File: src/rtl/ssd_scan_decoder_if.sv
// Seven-segment scan bus plus the decoded read-back outputs.
// The master modport is the display/stimulus side; the slave modport is the decoder.
interface ssd_scan_decoder_if #(
  parameter int unsigned NDIG = 4
);
  logic [6:0]        seg;
  logic [NDIG-1:0]   an;
  logic [4*NDIG-1:0] digits;
  logic              frame_valid;
  logic              decode_err;
  logic              an_err;

  modport master (
    output seg, an,
    input  digits, frame_valid, decode_err, an_err
  );

  modport slave (
    input  seg, an,
    output digits, frame_valid, decode_err, an_err
  );
endinterface

File: src/rtl/ssd_scan_decoder.sv
// Recovers 4-bit digit codes from a multiplexed active-low seven-segment bus.
// A digit is captured after its pattern is stable; a full frame is published atomically.
module ssd_scan_decoder #(
  parameter int unsigned NDIG          = 4,
  parameter int unsigned STABLE_CYCLES = 16
) (
  input  logic                clk,
  input  logic                rst_n,
  ssd_scan_decoder_if.slave   bus
);
  localparam int unsigned CNT_W = $clog2(STABLE_CYCLES);
  localparam logic [CNT_W-1:0] CNT_LAST = CNT_W'(STABLE_CYCLES - 1);

  typedef enum logic [1:0] {IDLE, TRACK, LOCKED} state_t;

  state_t                 state_q, state_d;
  logic [NDIG-1:0]        s_an;
  logic [6:0]             s_seg;
  logic [CNT_W-1:0]       cnt_q, cnt_d;
  logic [NDIG-1:0]        seen_q, seen_d;
  logic [NDIG-1:0][3:0]   shadow_q, shadow_d;
  logic [4*NDIG-1:0]      digits_q, digits_d;
  logic                   frame_valid_q, frame_valid_d;
  logic                   decode_err_q, decode_err_d;
  logic                   an_err_q;

  logic [NDIG-1:0]        low_c;
  logic                   onehot_c;
  logic                   multi_low_c;
  logic                   match_c;
  logic                   capture_c;
  logic [3:0]             code_c;

  function automatic logic [3:0] seg_decode(input logic [6:0] s);
    case (s)
      7'b0000001: seg_decode = 4'd0;
      7'b1001111: seg_decode = 4'd1;
      7'b0010010: seg_decode = 4'd2;
      7'b0000110: seg_decode = 4'd3;
      7'b1001100: seg_decode = 4'd4;
      7'b0100100: seg_decode = 4'd5;
      7'b0100000: seg_decode = 4'd6;
      7'b0001111: seg_decode = 4'd7;
      7'b0000000: seg_decode = 4'd8;
      7'b0000100: seg_decode = 4'd9;
      7'b1111110: seg_decode = 4'd10;
      7'b1111111: seg_decode = 4'd11;
      default:    seg_decode = 4'd15;
    endcase
  endfunction

  // Anode qualification: exactly one low bit selects a digit; more than one is a bus fault
  always_comb begin
    low_c       = ~bus.an;
    multi_low_c = (low_c & (low_c - NDIG'(1))) != '0;
    onehot_c    = (low_c != '0) && !multi_low_c;
    match_c     = (bus.an == s_an) && (bus.seg == s_seg);
    code_c      = seg_decode(bus.seg);
  end

  always_comb begin
    state_d       = state_q;
    cnt_d         = cnt_q;
    seen_d        = seen_q;
    shadow_d      = shadow_q;
    digits_d      = digits_q;
    frame_valid_d = 1'b0;
    decode_err_d  = 1'b0;
    capture_c     = 1'b0;

    case (state_q)
      IDLE: begin
        cnt_d = '0;
        if (onehot_c) state_d = TRACK;
      end
      TRACK: begin
        if (!onehot_c) begin
          state_d = IDLE;
          cnt_d   = '0;
        end else if (!match_c) begin
          cnt_d = '0;
        end else if (cnt_q >= CNT_LAST) begin
          capture_c = 1'b1;
          state_d   = LOCKED;
        end else begin
          cnt_d = cnt_q + CNT_W'(1);
        end
      end
      LOCKED: begin
        if (!onehot_c) begin
          state_d = IDLE;
          cnt_d   = '0;
        end else if (!match_c) begin
          state_d = TRACK;
          cnt_d   = '0;
        end
      end
      default: begin
        state_d = IDLE;
        cnt_d   = '0;
      end
    endcase

    // Capture merges the new digit into the shadow frame; the last missing digit publishes it
    if (capture_c) begin
      for (int i = 0; i < int'(NDIG); i++) begin
        if (low_c[i]) shadow_d[i] = code_c;
      end
      decode_err_d = (code_c == 4'hF);
      if ((seen_q | low_c) == {NDIG{1'b1}}) begin
        digits_d      = shadow_d;
        frame_valid_d = 1'b1;
        seen_d        = '0;
      end else begin
        seen_d = seen_q | low_c;
      end
    end
  end

  always_ff @(posedge clk or negedge rst_n) begin
    if (!rst_n) begin
      state_q       <= IDLE;
      s_an          <= '1;
      s_seg         <= '1;
      cnt_q         <= '0;
      seen_q        <= '0;
      shadow_q      <= '0;
      digits_q      <= '0;
      frame_valid_q <= 1'b0;
      decode_err_q  <= 1'b0;
      an_err_q      <= 1'b0;
    end else begin
      state_q       <= state_d;
      s_an          <= bus.an;
      s_seg         <= bus.seg;
      cnt_q         <= cnt_d;
      seen_q        <= seen_d;
      shadow_q      <= shadow_d;
      digits_q      <= digits_d;
      frame_valid_q <= frame_valid_d;
      decode_err_q  <= decode_err_d;
      an_err_q      <= multi_low_c;
    end
  end

  assign bus.digits      = digits_q;
  assign bus.frame_valid = frame_valid_q;
  assign bus.decode_err  = decode_err_q;
  assign bus.an_err      = an_err_q;
endmodule

File: src/flat_wrapper.sv
// flat-port wrapper written by rule: the top's interface ports become plain ports
module ssd_scan_decoder_flat 
#(
  parameter int unsigned NDIG          = 4,
  parameter int unsigned STABLE_CYCLES = 16
)
  (clk, rst_n, bus_seg, bus_an, bus_digits, bus_frame_valid, bus_decode_err, bus_an_err);
  ssd_scan_decoder_if #(.NDIG(NDIG)) bus_i ();
  input  logic clk;
  input  logic rst_n;
  input wire logic [$bits(bus_i.seg)-1:0] bus_seg;
  input wire logic [$bits(bus_i.an)-1:0] bus_an;
  output wire logic [$bits(bus_i.digits)-1:0] bus_digits;
  output wire logic [$bits(bus_i.frame_valid)-1:0] bus_frame_valid;
  output wire logic [$bits(bus_i.decode_err)-1:0] bus_decode_err;
  output wire logic [$bits(bus_i.an_err)-1:0] bus_an_err;
  assign bus_i.seg = bus_seg;
  assign bus_i.an = bus_an;
  assign bus_digits = bus_i.digits;
  assign bus_frame_valid = bus_i.frame_valid;
  assign bus_decode_err = bus_i.decode_err;
  assign bus_an_err = bus_i.an_err;
  ssd_scan_decoder #(.NDIG(NDIG), .STABLE_CYCLES(STABLE_CYCLES)) u_core (.clk(clk), .rst_n(rst_n), .bus(bus_i));
endmodule
File: config.mk
export PLATFORM = sky130hd
export DESIGN_NAME = ssd_scan_decoder_flat
export DESIGN_NICKNAME = d
export VERILOG_FILES = /design/src/rtl/ssd_scan_decoder_if.sv /design/src/rtl/ssd_scan_decoder.sv /design/src/flat_wrapper.sv
export SDC_FILE = /design/constraint.sdc
export NUM_CORES = 1
export LEC_CHECK = 0
export CAP_MARGIN = 20
export CORE_UTILIZATION = 55
export CTS_BUF_LIST = sky130_fd_sc_hd__clkbuf_8 sky130_fd_sc_hd__clkbuf_16
export DETAILED_ROUTE_END_ITERATION = 8
export PLACE_DENSITY = 0.79
export SLEW_MARGIN = 30
export SYNTH_ARGS = -nofsm -noshare
export SYNTH_HDL_FRONTEND = slang
export SYNTH_SLANG_ARGS = --single-unit
File: constraint.sdc
create_clock -name clk -period 2.67 [get_ports clk]
set_input_delay 0.534 -clock clk [delete_from_list [all_inputs] [get_ports clk]]
set_output_delay 0.534 -clock clk [all_outputs]
set_load 0.03 [all_outputs]
Word-level counts from Yosys, hierarchy flattened
Index checks and enable logic that the tools add are counted.
{"block": "word_totals", "reg_bits": 56, "latch_bits": 0, "ramBits": 0, "mem_bits_ro": 0, "word_cells": 77, "memories": 0}
{"block": "op_classes", "addsub": 2, "mul": 0, "div_mod_pow": 0, "n_lt_le_gt_ge": 1, "eq_ne": 22, "shift": 0, "muxes": 26, "bitwise": 3, "n_reduce_logical": 10}
{"cell": "$pmux W4 S12", "n": 1}
{"cell": "$mux W4", "n": 10}
{"cell": "$eq A7 B7 Y1 const B", "n": 4}
{"cell": "$eq A7 B3 Y1 const B", "n": 2}
{"cell": "$eq A7 B6 Y1 const B", "n": 2}
{"cell": "$mux W2", "n": 6}
{"cell": "$ne A3 B3 Y1 const B", "n": 3}
{"cell": "$eq A4 B4 Y1 const B", "n": 2}
{"cell": "$pmux W4 S2", "n": 1}
{"cell": "$reduce_bool A4 Y1", "n": 2}
{"cell": "$eq A7 B1 Y1 const B", "n": 1}
{"cell": "$eq A7 B4 Y1 const B", "n": 1}
{"cell": "$eq A7 B5 Y1 const B", "n": 1}
{"cell": "$eq A7 B7 Y1", "n": 1}
{"cell": "$logic_not A7 Y1", "n": 1}
{"cell": "$mux W1", "n": 7}
{"cell": "$pmux W2 S3", "n": 1}
{"cell": "$add A4 B1 Y4 const B", "n": 1}
{"cell": "$and A4 B4 Y4", "n": 1}
{"cell": "$eq A4 B4 Y1", "n": 1}
{"cell": "$ge A4 B4 Y1 const B", "n": 1}
{"cell": "$ne A4 B4 Y1 const B", "n": 1}
{"cell": "$not A4 Y4", "n": 1}
{"cell": "$or A4 B4 Y4", "n": 1}
{"cell": "9 further kinds", "n": 11}

Logic depth before layout (Yosys ltp)
Gate-level depths: netlist of run 1.
{"block": "logic_depth", "depth_word": 9, "mapped_depth": 8}

Worst setup path after synthesis of run 1
Ideal clock, no wire load.
{"block": "synth_path", "path_kind": "input -> register", "startpoint": "input bus_seg[3]", "endpoint": "register u_core.digits_q[11], in the netlist u_core.bus.digits[11]", "setup_time_ns": 0.125, "arrival_time_ns": 2.531, "required_time_ns": 2.545, "setup_slack_ns": 0.014, "stages": 8, "path_buffers": 2, "path_cell_list": "buf_2 or3_4 or3b_1 a221oi_2 buf_6 o211ai_4 mux2_4 mux2_4"}
{"block": "synth_between", "elab_chain_len": 6, "word_cells_on_any_way": 20, "cone_classes": "12 x eq/ne; 5 x mux; 3 x reduce/logical"}
{"item": "start, declared", "line": "flat_wrapper.sv:11", "text": "input wire logic [$bits(bus_i.seg)-1:0] bus_seg;"}
{"item": "$eq A7 B7 Y1", "line": "ssd_scan_decoder.sv:57", "text": "match_c = (bus.an == s_an) && (bus.seg == s_seg);"}
{"item": "$logic_and A1 B1 Y1", "line": "ssd_scan_decoder.sv:57"}
{"item": "$mux W1", "line": "ssd_scan_decoder.sv:80", "text": "end else if (!match_c) begin"}
{"item": "$mux W1", "line": "ssd_scan_decoder.sv:77", "text": "if (!onehot_c) begin"}
{"item": "$mux W1", "line": "ssd_scan_decoder.sv:71", "text": "case (state_q)"}
{"item": "$reduce_and A2 Y1 (no source line)"}
{"item": "end signal, assigned", "line": "ssd_scan_decoder.sv:139", "text": "digits_q <= digits_d;"}
{"item": "end, declared", "line": "ssd_scan_decoder.sv:22", "text": "logic [4*NDIG-1:0] digits_q, digits_d;"}
Several ways; a longest one is shown, not always the timed one.
A chain may end at the register's enable or synchronous reset.

Worst setup path in the final report of run 1
{"block": "layout_path", "startpoint": "input bus_an[1]", "endpoint": "register u_core.shadow_q[15] (netlist name)"}
{"block": "layout_between", "elab_chain_len": 8, "word_cells_on_any_way": 12, "cone_classes": "1 x add/sub; 1 x eq/ne; 3 x mux; 2 x bitwise; 5 x reduce/logical"}
{"item": "start, declared", "line": "flat_wrapper.sv:12", "text": "input wire logic [$bits(bus_i.an)-1:0] bus_an;"}
{"item": "$not A4 Y4", "line": "ssd_scan_decoder.sv:54", "text": "low_c = ~bus.an;"}
{"item": "$sub A4 B1 Y4", "line": "ssd_scan_decoder.sv:55", "text": "multi_low_c = (low_c & (low_c - NDIG'(1))) != '0;"}
{"item": "$and A4 B4 Y4", "line": "ssd_scan_decoder.sv:55"}
{"item": "$reduce_bool A4 Y1", "line": "ssd_scan_decoder.sv:55"}
{"item": "$logic_not A1 Y1", "line": "ssd_scan_decoder.sv:56", "text": "onehot_c = (low_c != '0) && !multi_low_c;"}
{"item": "$logic_and A1 B1 Y1", "line": "ssd_scan_decoder.sv:56"}
{"item": "$mux W1 *", "line": "ssd_scan_decoder.sv:77"}
{"item": "$mux W1 *", "line": "ssd_scan_decoder.sv:71"}
{"item": "end signal, assigned", "line": "ssd_scan_decoder.sv:138", "text": "shadow_q <= shadow_d;"}
{"item": "end, declared", "line": "ssd_scan_decoder.sv:21", "text": "logic [NDIG-1:0][3:0] shadow_q, shadow_d;"}
Every way passes the cells marked *; elsewhere a longest branch is shown, timed or not.

==> results.tsv, run 1 <==
stage	metric	value	unit
yosys	Synth warnings	0	
clock_tree	number of clock sinks	56	
sta	f_max	400.7	MHz
sta	Max Slew Vio Count	0	
yosys	Yosys cell types	49	
detailed_routing	vias per cell	5.547	
floorplan	Initial Utilization	57.40	%
run_status	status	completed	
worst_setup_path	CP max FO	6	
cells_and_area	proportion of layout cells with a drive suffix above 1	39.94	%
power	sw frac	23.85	%
cells_and_area	most frequent cells in the layout	buf_4 (51), dfrtp_1 (45), mux2_2 (27)	
hold_path	HP Class	in -> async	
clock_tree	TritonCTS clock tree	done	
detailed_routing	routed wire length	5.978	mm
floorplan	io pins	32	
placed_design	gpl congestion	0.8627	
placed_design	DP Wirelength	3.879	mm
sta	max_slew headroom	53.93	%
floorplan	core area	4723	um^2
cells_and_area	most common cell after layout, fill and taps aside	buf_4	
yosys	Mapped Cells	233	
power	Comb pwr share	12.3	%
yosys	sequential share of the synthesized area	52.19	%
grt	first-pass GRT wire length	9.804	mm
run	Max-Cap Viols	0	
sta	Setup-failing EPs final	0	
cells_and_area	Layout Utilization	76.66	%
sta	final period utilization	93.48	%
yosys	number of synthesized flops with an enable pin	0	
clock_tree	htree depth	2	
detailed_routing	Routed Antenna Nets	0	
power	Pleak	1.720	nW
clock_tree	total CTS buffers	5	
worst_setup_path	Setup crit start kind	primary input	
power	switching power	0.3897	mW
cells_and_area	Antenna Cells	0	
detailed_routing	initial DRC count	165	
worst_setup_path	r2r worst-path depth	9	
power	Peak VDD IR	0.0003011	V
power	Clock power frac	34.4	%
sta	Fin Clk Skew	0.008982	ns
placed_design	# port buffers	31	
sta	TNS Setup	0	ns
clock_tree	clock latency on the worst-skew pair	0.31	ns
grt	grt ovf	0	
sta	fin crit period	2.496	ns
clock_tree	CTS max path bufs	2	
floorplan	placement row count	25	
worst_setup_path	Worst EP arrival	2.70	ns
floorplan	Die X	72.21	um
power	Cell Pwr Density	451.2	nW/um^2
detailed_routing	Remaining DRCs	0	
cells_and_area	Syn-to-layout area delta	33.55	%
sta	Least-Margin Pin Slew	0.6910	ns
worst_setup_path	CP required	2.87	ns
floorplan	die area	5214	um^2
yosys	ys async rst share	100.0	%
grt	vias in the first global route	2096	
worst_setup_path	CP endpoint kind	flop	
detailed_routing	DR WL/cell	15.94	um
power	Power Internal	1.244	mW
clock_tree	clk slew on worst S/H paths	0.10	ns
yosys	post-synthesis sequential element count	56	
grt	GRT Total Usage	24.60	%
sta	final hold vios	0	
yosys	Mapped Area	2711	um^2
floorplan	Die Height	72.21	um
clock_tree	Root Buffer	clkbuf_8	
yosys	mean post-synth cell area	11.64	um^2
sta	RSZ-0062 raised after global routing	no	
yosys	Top FF cell, synth	dfrtp_1	
power	Pwr Total	1.634	mW
grt	initial antenna violation count	0	
detailed_routing	DR vias	2080	
grt	largest net degree at the start of global routing	57	
power	Flop pwr share	53.3	%
yosys	post-synth net total	247	
cells_and_area	Net count, final	321	
detailed_routing	DR pass1 iterations	4	
worst_setup_path	Crit Path Class	in -> reg	
-- critical path, cell delays in order --
cell	delay (ns)
clkdlybuf4s50_1	0.61
xnor2_1	0.14
a211oi_2	0.29
o2111a_1	0.25
nand2_1	0.10
buf_4	0.17
nor2_1	0.14
buf_4	0.15
mux2_2	0.32
-- timing repair --
item | CTS | global route
gates cloned | 0 | 1
endpoints found under the hold margin | 0 | 0
gates resized for setup | 4 | 11
setup endpoints to repair | 19 | 29
pin swaps | 3 | 4
hold buffers | 0 | 0
setup buffers | 2 | 2
-- area by class of cell --
cell class	count	area (um^2)
Clock inverter	3	46.29
Timing Repair Buffer	83	723.2
Clock buffer	5	68.82
Inverter	6	22.52
Multi-Input combinational cell	155	1261
Tap cell	67	83.83
Sequential cell	56	1415
Fill cell	308	1102
-- Yosys cell counts (8+ instances only) --
library cell	n	area share, %
dfrtp_1	45	42
mux2_2	28	12
nand2_1	16	2.2
clkbuf_1	12	1.7
o21ai_0	12	2.2
xor2_1	12	3.9
dfstp_2	11	11
nor2_1	11	1.5
a21oi_1	9	1.7
a31oi_1	8	1.8
mux2_4	8	4.4
-- routing by layer --
layer	track usage [%]	share of wire, %	up-vias	wire, um
li1	-	-	990	-
met3	4.167	4.5	11	271
met2	42.58	50	64	2992
met5	0	0	-	0
met1	31.27	44	1015	2611
met4	8.715	1.7	0	104
-- power by group through the flow --
stage               Clock [mW]  Combinational, mW  Sequential, mW
floorplan                    0             0.0866           0.888
global placement             0              0.181           0.886
detailed placement           0              0.184           0.886
CTS                      0.574              0.193           0.870
global route             0.603              0.218           0.872
finish                   0.563              0.201           0.870
-- cell families after synthesis --
kind of cell               count (synthesis)  synth area share, %
AOI/OAI and AO/OA                         51                13.34
xor gates and xnor gates                  13                4.199
adders and majority gates                  1               0.4614
buffers and inverters                     23                3.876
DFF                                       56                52.19
muxes                                     36                16.06
and+or+nand+nor                           53                9.877
-- metrics by stage --
stage          setup slack [ns]  cells  hold slack [ns]  instance area (um^2)
2_1_floorplan           0.01399    233           0.2384                  2711
3_3_place_gp            -0.4009    362           0.4786                  3396
3_5_place_dp            -0.4340    362           0.4910                  3401
4_1_cts                 0.01695    372           0.3671                  3558
5_1_grt                0.003684    375           0.4091                  3621
6_report                 0.1742    375           0.3514                  3621
-- path summary, 6_finish.rpt --
| path | startpoint | to | slack (ns) |
|---|---|---|---|
| min in group clk | bus_an[0] | u_core.s_an[0] | 0.44 |
| worst max-delay path | bus_an[1] | u_core.shadow_q[15] | 0.17 |
| max in group asynchronous | rst_n | u_core.state_q[1] | 1.87 |
| worst min-delay path | rst_n | u_core.seen_q[2] | 0.35 |
| worst min register to register | u_core.bus.digits[6] | u_core.bus.digits[6] | 0.51 |
| worst max register to register | u_core.s_an[2] | u_core.shadow_q[15] | 0.42 |
-- flip-flops by register name (all words and copies together), names as in the netlist --
name                    count
u_core.bus.digits          16
u_core.cnt_q                4
u_core.seen_q               4
u_core.s_an                 4
u_core.bus.decode_err       1
u_core.bus.frame_valid      1
u_core.state_q              2
u_core.bus.an_err           1
u_core.shadow_q            16
u_core.s_seg                7
Note: power is estimated with default switching activity, not from simulation.
==> run 2: changes to the inputs <==
--- a/config.mk
+++ b/config.mk
@@ -6,10 +6,12 @@
 export NUM_CORES = 1
 export LEC_CHECK = 0
 export CAP_MARGIN = 20
+export CORE_ASPECT_RATIO = 1.5
 export CORE_UTILIZATION = 55
 export CTS_BUF_LIST = sky130_fd_sc_hd__clkbuf_8 sky130_fd_sc_hd__clkbuf_16
 export DETAILED_ROUTE_END_ITERATION = 8
 export PLACE_DENSITY = 0.79
+export RECOVER_POWER = 25
 export SLEW_MARGIN = 30
 export SYNTH_ARGS = -nofsm -noshare
 export SYNTH_HDL_FRONTEND = slang
==> results.tsv, run 2 (synthesis results as in run 1) <==
stage	metric	value	unit
grt	first-pass GRT wire length	9.742	mm
worst_setup_path	slowest CP cell	clkdlybuf4s50_1	
placed_design	gpl congestion	0.8409	
sta	Setup-failing EPs final	0	
cells_and_area	Net count, final	320	
clock_tree	clk slew on worst S/H paths	0.10	ns
sta	max_slew headroom	14.52	%
power	Pleak	1.688	nW
floorplan	core area	4617	um^2
detailed_routing	DR WL/cell	16.88	um
cells_and_area	Syn-to-layout area delta	31.89	%
cells_and_area	multi-input logic area	1259	um^2
detailed_routing	DR pass1 iterations	4	
hold_path	Hold Crit Start	bus_an[0]	
detailed_routing	vias per cell	5.730	
clock_tree	Root Buffer	clkbuf_8	
detailed_routing	routed wire length	6.263	mm
grt	largest net degree at the start of global routing	25	
floorplan	Die Height	87.99	um
worst_setup_path	crit path from	bus_seg[2]	
floorplan	Die X	59.33	um
clock_tree	htree depth	2	
sta	final hold vios	0	
worst_setup_path	CP endpoint kind	flop	
floorplan	placement row count	30	
cells_and_area	Layout Utilization	77.45	%
worst_setup_path	critical path's largest stage delay	0.44	ns
worst_setup_path	crit-path cells	clkdlybuf4s50_1, buf_4, a2111oi_2, a41oi_1, a221oi_4, o31ai_4, buf_4, mux2_2, mux2_2	
clock_tree	CTS max path bufs	2	
grt	initial antenna violation count	0	
worst_setup_path	Crit Path Class	in -> reg	
sta	Fin Clk Skew	0.008447	ns
worst_setup_path	Worst EP arrival	2.84	ns
power	Cell Pwr Density	451.8	nW/um^2
floorplan	die area	5220	um^2
cells_and_area	register area	1415	um^2
floorplan	Initial Utilization	58.73	%
worst_setup_path	Reg-to-Reg Start	u_core.s_seg[1]	
sta	setup ws final	0.04080	ns
worst_setup_path	CP required	2.88	ns
worst_setup_path	CP max FO	5	
clock_tree	number of clock sinks	56	
detailed_routing	initial DRC count	151	
clock_tree	Hold-fix buffers, CTS	0	
power	Peak VDD IR	0.0004416	V
cells_and_area	Final Non-Filler Cells	371	
placed_design	post-place setup slack	-0.3785	ns
sta	final period utilization	98.47	%
detailed_routing	Routed Antenna Nets	0	
sta	Max Slew Vio Count	0	
sta	f_max	380.3	MHz
cells_and_area	fillers	319	
sta	Least-Margin Pin Slew	1.282	ns
sta	TNS Setup	0	ns
run_status	status	completed	
cells_and_area	Antenna Cells	0	
worst_setup_path	Setup crit start kind	primary input	
grt	vias in the first global route	2034	
floorplan	io pins	32	
grt	grt ovf	0	
power	Pwr Total	1.616	mW
cells_and_area	most frequent cells in the layout	buf_4 (45), dfrtp_1 (45), mux2_2 (28)	
clock_tree	TritonCTS clock tree	done	
placed_design	# port buffers	31	
cells_and_area	final instance area	3576	um^2
sta	fin crit period	2.629	ns
placed_design	Inst Count DP	357	
hold_path	HP Class	in -> reg	
clock_tree	clock latency on the worst-skew pair	0.32	ns
run	Max-Cap Viols	0	
placed_design	dpl cell area	3364	um^2
clock_tree	total CTS buffers	5	
cells_and_area	proportion of layout cells with a drive suffix above 1	37.46	%
detailed_routing	Remaining DRCs	0	
placed_design	DP Wirelength	4.360	mm
detailed_routing	DR vias	2126	
grt	GRT Total Usage	25.41	%
sta	hold_ws	0.4320	ns
[run 2: worst max-delay path: cells and delay by family]
kind                   cells  cell delay [ns]
AO/OA/AOI/OAI              4             0.99
buffers and inverters      3             0.79
multiplexers               2             0.52
[run 2: cell type report]
class	count	share of cell area [%]
tap	64	2.239
inverter	6	0.6298
clock buffer	5	1.924
sequential	56	39.57
multi-input combinational	154	35.20
clock inverter	3	1.085
timing repair buffer	83	19.35
[run 2: what timing repair did]
| item | in CTS | in global routing |
|---|---|---|
| gates resized for setup | 0 | 19 |
| endpoints found under the hold margin | 0 | 0 |
| pin swaps | 2 | 5 |
| buffers inserted | 3 | 1 |
| gates cloned | 0 | 2 |
| endpoints found under the setup margin | 8 | 28 |
[run 2: where the power goes]
group / switching, mW / total, mW / leakage (nW) / internal, mW
Combinational: 0.107 / 0.198 / 0.888 / 0.0909
Sequential: 0.00507 / 0.870 / 0.740 / 0.865
Clock: 0.272 / 0.547 / 0.0593 / 0.275
Total: 0.384 / 1.62 / 1.69 / 1.23
[run 2: final timing paths]
check	endpoint	slack, ns	depth (start not counted)
max	u_core.bus.digits[4]	0.04	9
min	u_core.s_an[0]	0.43	1
max reg2reg	u_core.shadow_q[8]	0.42	8
min reg2reg	u_core.bus.digits[8]	0.51	1
max in group asynchronous	u_core.shadow_q[15]	0.88	2
min in group asynchronous	u_core.cnt_q[2]	0.48	1
[run 2: metal layers]
| layer | up-vias | part of all wire [%] | track usage (%) |
|---|---|---|---|
| met4 | 0 | 2.5 | 11.47 |
| li1 | 983 | - | - |
| met1 | 1061 | 41 | 32.45 |
| met2 | 65 | 52 | 41.68 |
| met5 | - | 0 | 0 |
| met3 | 17 | 4.5 | 4.431 |
==> run 3: changes to the inputs <==
--- a/config.mk
+++ b/config.mk
@@ -9,6 +9,7 @@
 export CORE_ASPECT_RATIO = 1.5
 export CORE_UTILIZATION = 55
 export CTS_BUF_LIST = sky130_fd_sc_hd__clkbuf_8 sky130_fd_sc_hd__clkbuf_16
+export CTS_CLUSTER_DIAMETER = 60
 export DETAILED_ROUTE_END_ITERATION = 8
 export PLACE_DENSITY = 0.79
 export RECOVER_POWER = 25
==> results of run 3 <==
No change in the layout: final DEF, timing and power equal those of run 2.
